<file path="src/rtl/counter_pkg.sv">
// Shared definitions for the counter sequence checker.
//   - checker state encoding
//   - default last count value before wrap
//   - width constants and the next-count helper
package counter_pkg;

  localparam int unsigned CNT_W = 16;
  localparam int unsigned RUN_W = 4;

  localparam logic [7:0] DEFAULT_MAX_VALUE = 8'hA7;

  typedef enum logic [1:0] {
    ST_SEARCH  = 2'd0,
    ST_LOCKING = 2'd1,
    ST_LOCKED  = 2'd2
  } state_e;

  // Value that should follow x on a counter that wraps after max_v.
  function automatic logic [7:0] next_val(input logic [7:0] x, input logic [7:0] max_v);
    return (x == max_v) ? 8'h00 : 8'(x + 8'd1);
  endfunction

endpackage

</file>
<file path="src/rtl/counter_sequence_checker_sat_counter16.sv">
// sat_counter16: 16-bit saturating incrementer.
// Ports:
//   clock  - rising-edge clock
//   reset  - synchronous active-high clear
//   en     - increment request (ignored once at all-ones)
//   count  - registered count value
module sat_counter16
  import counter_pkg::*;
(
  input  logic        clock,
  input  logic        reset,
  input  logic        en,
  output logic [15:0] count
);

  logic [CNT_W-1:0] count_q;
  logic [CNT_W-1:0] count_d;

  // Hold at all-ones instead of wrapping.
  always_comb begin
    count_d = count_q;
    if (en && (count_q != {CNT_W{1'b1}})) begin
      count_d = count_q + CNT_W'(1);
    end
  end

  always_ff @(posedge clock) begin
    if (reset) begin
      count_q <= '0;
    end else begin
      count_q <= count_d;
    end
  end

  assign count = count_q;

endmodule

</file>
<file path="config.mk">
export PLATFORM = sky130hd
export DESIGN_NAME = sat_counter16
export DESIGN_NICKNAME = d
export VERILOG_FILES = /design/src/rtl/counter_pkg.sv /design/src/rtl/counter_sequence_checker_sat_counter16.sv
export SDC_FILE = /design/constraint.sdc
export NUM_CORES = 1
export LEC_CHECK = 0
export ABC_CLOCK_PERIOD_IN_PS = 2000
export CAP_MARGIN = 5
export CORE_ASPECT_RATIO = 1.25
export CORE_MARGIN = 2
export CORE_UTILIZATION = 48
export DETAILED_ROUTE_END_ITERATION = 8
export GPL_TIMING_DRIVEN = 1
export PLACE_DENSITY = 0.87
export SYNTH_ARGS = -nofsm -noshare
export SYNTH_HDL_FRONTEND = slang
export SYNTH_SLANG_ARGS = --single-unit
</file>
<file path="constraint.sdc">
create_clock -name clock -period 2 [get_ports clock]
set_input_delay 0.4 -clock clock [delete_from_list [all_inputs] [get_ports clock]]
set_output_delay 0.4 -clock clock [all_outputs]
set_load 0.05 [all_outputs]
</file>
==> implementation parameters <==
Parameter                              Value

Floorplanning
  Overall die area    2120 µm²
  Initial standard-cell utilization of the core    49.2%
  Core area    ~1700 µm²
  Height of the chip    51 µm
  Width of the chip    41.6 µm
  Num ports    19
  Count of standard-cell rows    17

Run status
  Status    finished clean

Pwr
  Power density of the placed cells    529 nW/µm²
  Peak supply drop    0.354 mV
  Leakage power of the design    0.482 nW
  Overall power after layout    0.000584 W

Yosys
  Post-synthesis sequential area ratio    37.8%
  Post-synthesis cell area    848 µm²
  Mux cell area share after synthesis    2.51%
  Syn_nets    around 100
  Largest family of logic cells by synthesized area    simple AND/OR/NAND/NOR gates
  Average cell area after synthesis    8.57 µm²
  Fraction of synthesized cell area taken by the top area cell type    37.8%
  Gate Count Post-Synth    99
  Count of cell types in the netlist    31
  Simple-gate share of the synthesized area    36.4%
  Fraction of synthesis flops using an asynchronous set or reset pin    0%
  Synth warn    0
  Top area cells in the synthesized netlist    sky130_fd_sc_hd__dfxtp_1 38%, sky130_fd_sc_hd__or4_1 6.2%, sky130_fd_sc_hd__a21oi_1 5.9%, sky130_fd_sc_hd__o31ai_1 5.3%, sky130_fd_sc_hd__nand3_1 3.5%
  Post-Synth XOR/XNOR Area    2.06%
  EDFF count, synth    0
  Fraction of the mapped netlist area in adder cells    1.47%
  Primary FF master, synth    sky130_fd_sc_hd__dfxtp_1
  Area leader, netlist    sky130_fd_sc_hd__dfxtp_1
  Synth Area in Compound Gates    16.5%
  Synthesis-stage register bit count    16

Setup path
  Gate family responsible for the most delay along the worst path    buffers and inverters
  Worst path buffer plus inverter count    1
  Required arrival time at the worst endpoint    1.60 ns
  Worst setup EP type    primary output
  Critical path startpoint category    register
  Arrival time reported for the critical path endpoint    roughly 1.6 ns
  Slowest library cell on the worst path    sky130_fd_sc_hd__clkdlybuf4s50_1
  Ordered list of cells on the worst path    clkdlybuf4s50_1
  Worst Path Class, Setup    reg2out
  Critical Path Fanout Max    6
  Largest stage delay on the critical path    0.84 ns

Finish
  Max reg flops    16
  Synthesis-to-layout area growth    30.2%
  N_diodes    0
  Footprint of the flip-flops and latches    320 µm²
  Combined area of the multi-input logic cells    500 µm²
  Utilization after layout    64.1%
  Final layout net count    126
  Count of filler cells inserted in the layout    137
  Share of cells above drive strength 1    roughly 14%

Drt
  Antenna violation net count after detailed routing    0
  Total wire length after detailed routing    1.99 mm
  Number of design rule violations left after detail routing    0
  Via density per instance    roughly 6
  Number of search-and-repair iterations in the first detailed-routing pass    4
  Iteration-0 DRC count of the detailed router    33
  Vias post-DR    865
  Routed wire per std cell    14.2 µm

Worst hold path
  Kind of path behind the tightest hold check    reg2reg

Job
  Max-Cap Viols    0

Clock network
  Clock latency at the later pin of the worst-skew pair    0.29 ns
  TritonCTS buffer count    3
  Clock root buffer    sky130_fd_sc_hd__clkbuf_4
  Clock tree from TritonCTS    built
  Maximum clock path buffer count    2
  H-tree lvl count    1
  Count of clock tree sinks    16
  Clk slew on worst S/H paths    0.10 ns

GRT
  Total routing usage reported by global routing    between 20% and 30%
  Largest net degree at the start of global routing    16
  Total grt overflow    0
  Global-route wire length before repair    3.47 mm
  Via count of the first global-routing pass    788
  Number of antenna violations at the first check in global routing    0

STA
  Final critical path time including I/O delays and setup    1.96 ns
  Post-route fraction of the period consumed by the critical path    between 90 and 100%
  Max frequency    0.510 GHz
  Tightest slew margin relative to the limit    62.7%
  Unrepaired setup endpoints after global routing    no
  Final Setup Violations    0
  Worst clock skew    approximately 0.0032 ns
  Final Hold Violating Endpoints    0
  Final TNS setup    0 ns
  Final count of pins violating max slew    0
  Slew @ Worst Pin    about 0.55 ns

Placed design
  Buffers on Ports    18
  DPL Wire Length    1.44 mm
  Routability Congestion    0.754
power breakdown:
group	internal (W)	total [W]	leakage, nW	switching (W)
Combinational	0.0000147	0.0000386	0.332	0.0000239
Sequential	0.000321	0.000325	0.129	0.00000391
Clock	0.000111	0.000220	0.0210	0.000110
Total	0.000447	0.000584	0.482	0.000137
cell families (layout without fill, tap and decap cells):
logic type	count (synthesis)	in the layout
and+or+nand+nor	48	48
DFF	16	16
adders and majority gates	1	1
muxes	2	2
AOI/OAI and AO/OA	23	23
xor gates and xnor gates	2	2
buffers and inverters	7	29
worst paths after layout:
kind | start | endpoint | slack (ns) | cells past startpoint
hold reg to reg | count[1] | count[1] | 0.55 | 2
hold / removal | count[1] | count[1] | 0.55 | 2
setup reg to reg | count[8] | count[15] | 0.21 | 4
setup / recovery | count[11] | count[11] | 0.04 | 1
timing repair:
action | 4_1_cts | 5_1_grt
resized for setup | 0 | 6
hold buffers | 0 | 0
hold endpoints to repair | 0 | 0
buffers inserted | 0 | 0
setup endpoints to repair | 0 | 6
cell usage in the layout (no fill, tap or decap):
cell,count
sky130_fd_sc_hd__o41ai_1,1
sky130_fd_sc_hd__or4_1,7
sky130_fd_sc_hd__nand3b_1,1
sky130_fd_sc_hd__nand4_4,1
sky130_fd_sc_hd__o311ai_0,1
sky130_fd_sc_hd__o21ai_0,4
sky130_fd_sc_hd__nor4_1,2
sky130_fd_sc_hd__dlymetal6s2s_1,6
sky130_fd_sc_hd__and4_1,3
sky130_fd_sc_hd__inv_1,3
sky130_fd_sc_hd__o31ai_1,6
sky130_fd_sc_hd__mux2i_1,1
sky130_fd_sc_hd__clkbuf_8,1
sky130_fd_sc_hd__nor4_4,1
sky130_fd_sc_hd__nor2b_1,2
sky130_fd_sc_hd__clkdlybuf4s50_1,7
sky130_fd_sc_hd__nand2_2,1
sky130_fd_sc_hd__and3_1,1
sky130_fd_sc_hd__a21oi_1,10
sky130_fd_sc_hd__clkbuf_4,3
sky130_fd_sc_hd__nor4bb_1,1
sky130_fd_sc_hd__nor3_1,4
sky130_fd_sc_hd__nand4_1,3
sky130_fd_sc_hd__xnor2_1,2
sky130_fd_sc_hd__nand2_1,6
sky130_fd_sc_hd__buf_4,9
sky130_fd_sc_hd__mux2_2,1
sky130_fd_sc_hd__nor2_1,6
sky130_fd_sc_hd__ha_1,1
sky130_fd_sc_hd__o21a_1,1
sky130_fd_sc_hd__nand3_1,6
sky130_fd_sc_hd__or3_1,3
sky130_fd_sc_hd__dfxtp_1,16
final cells by class:
cell class              instances  share of cell area [%]
flip-flops and latches         16                    29.0
clock buffers                   4                    3.28
repair buffers                 22                    19.3
inverters                       3                    1.02
multi-input cells              76                    45.3
well taps                      19                    2.15
through the flow:
stage	worst slack, ns	cell area [µm²]	hold WS [ns]	cells
6_report	0.0406	1100	0.547	140
4_1_cts	0.0180	1090	0.547	140
5_1_grt	0.00476	1100	0.582	140
3_3_place_gp	0.197	1050	0.513	136
3_5_place_dp	0.126	1050	0.531	136
2_1_floorplan	0.0223	848	0.560	99
per-layer routing:
metal | part of all wire (%) | routed length, µm | global-route usage [%]
met1 | 42 | 840 | 25.3
met2 | 51 | 1030 | 36.7
met3 | 4.6 | 91 | 2.12
met4 | 1.8 | 36 | 10.8
met5 | 0 | 0 | 0
synth_stat cells (3+ instances only):
master                    count
sky130_fd_sc_hd__nor3_1       4
sky130_fd_sc_hd__inv_1        3
sky130_fd_sc_hd__o21ai_0      4
sky130_fd_sc_hd__nand4_1      3
sky130_fd_sc_hd__or3_1        3
sky130_fd_sc_hd__and4_1       3
sky130_fd_sc_hd__nand3_1      6
sky130_fd_sc_hd__nand2_1      6
sky130_fd_sc_hd__or4_1        7
sky130_fd_sc_hd__nor2_1       6
sky130_fd_sc_hd__dfxtp_1     16
sky130_fd_sc_hd__a21oi_1     10
sky130_fd_sc_hd__o31ai_1      6
(Power assumes the default switching activity.)
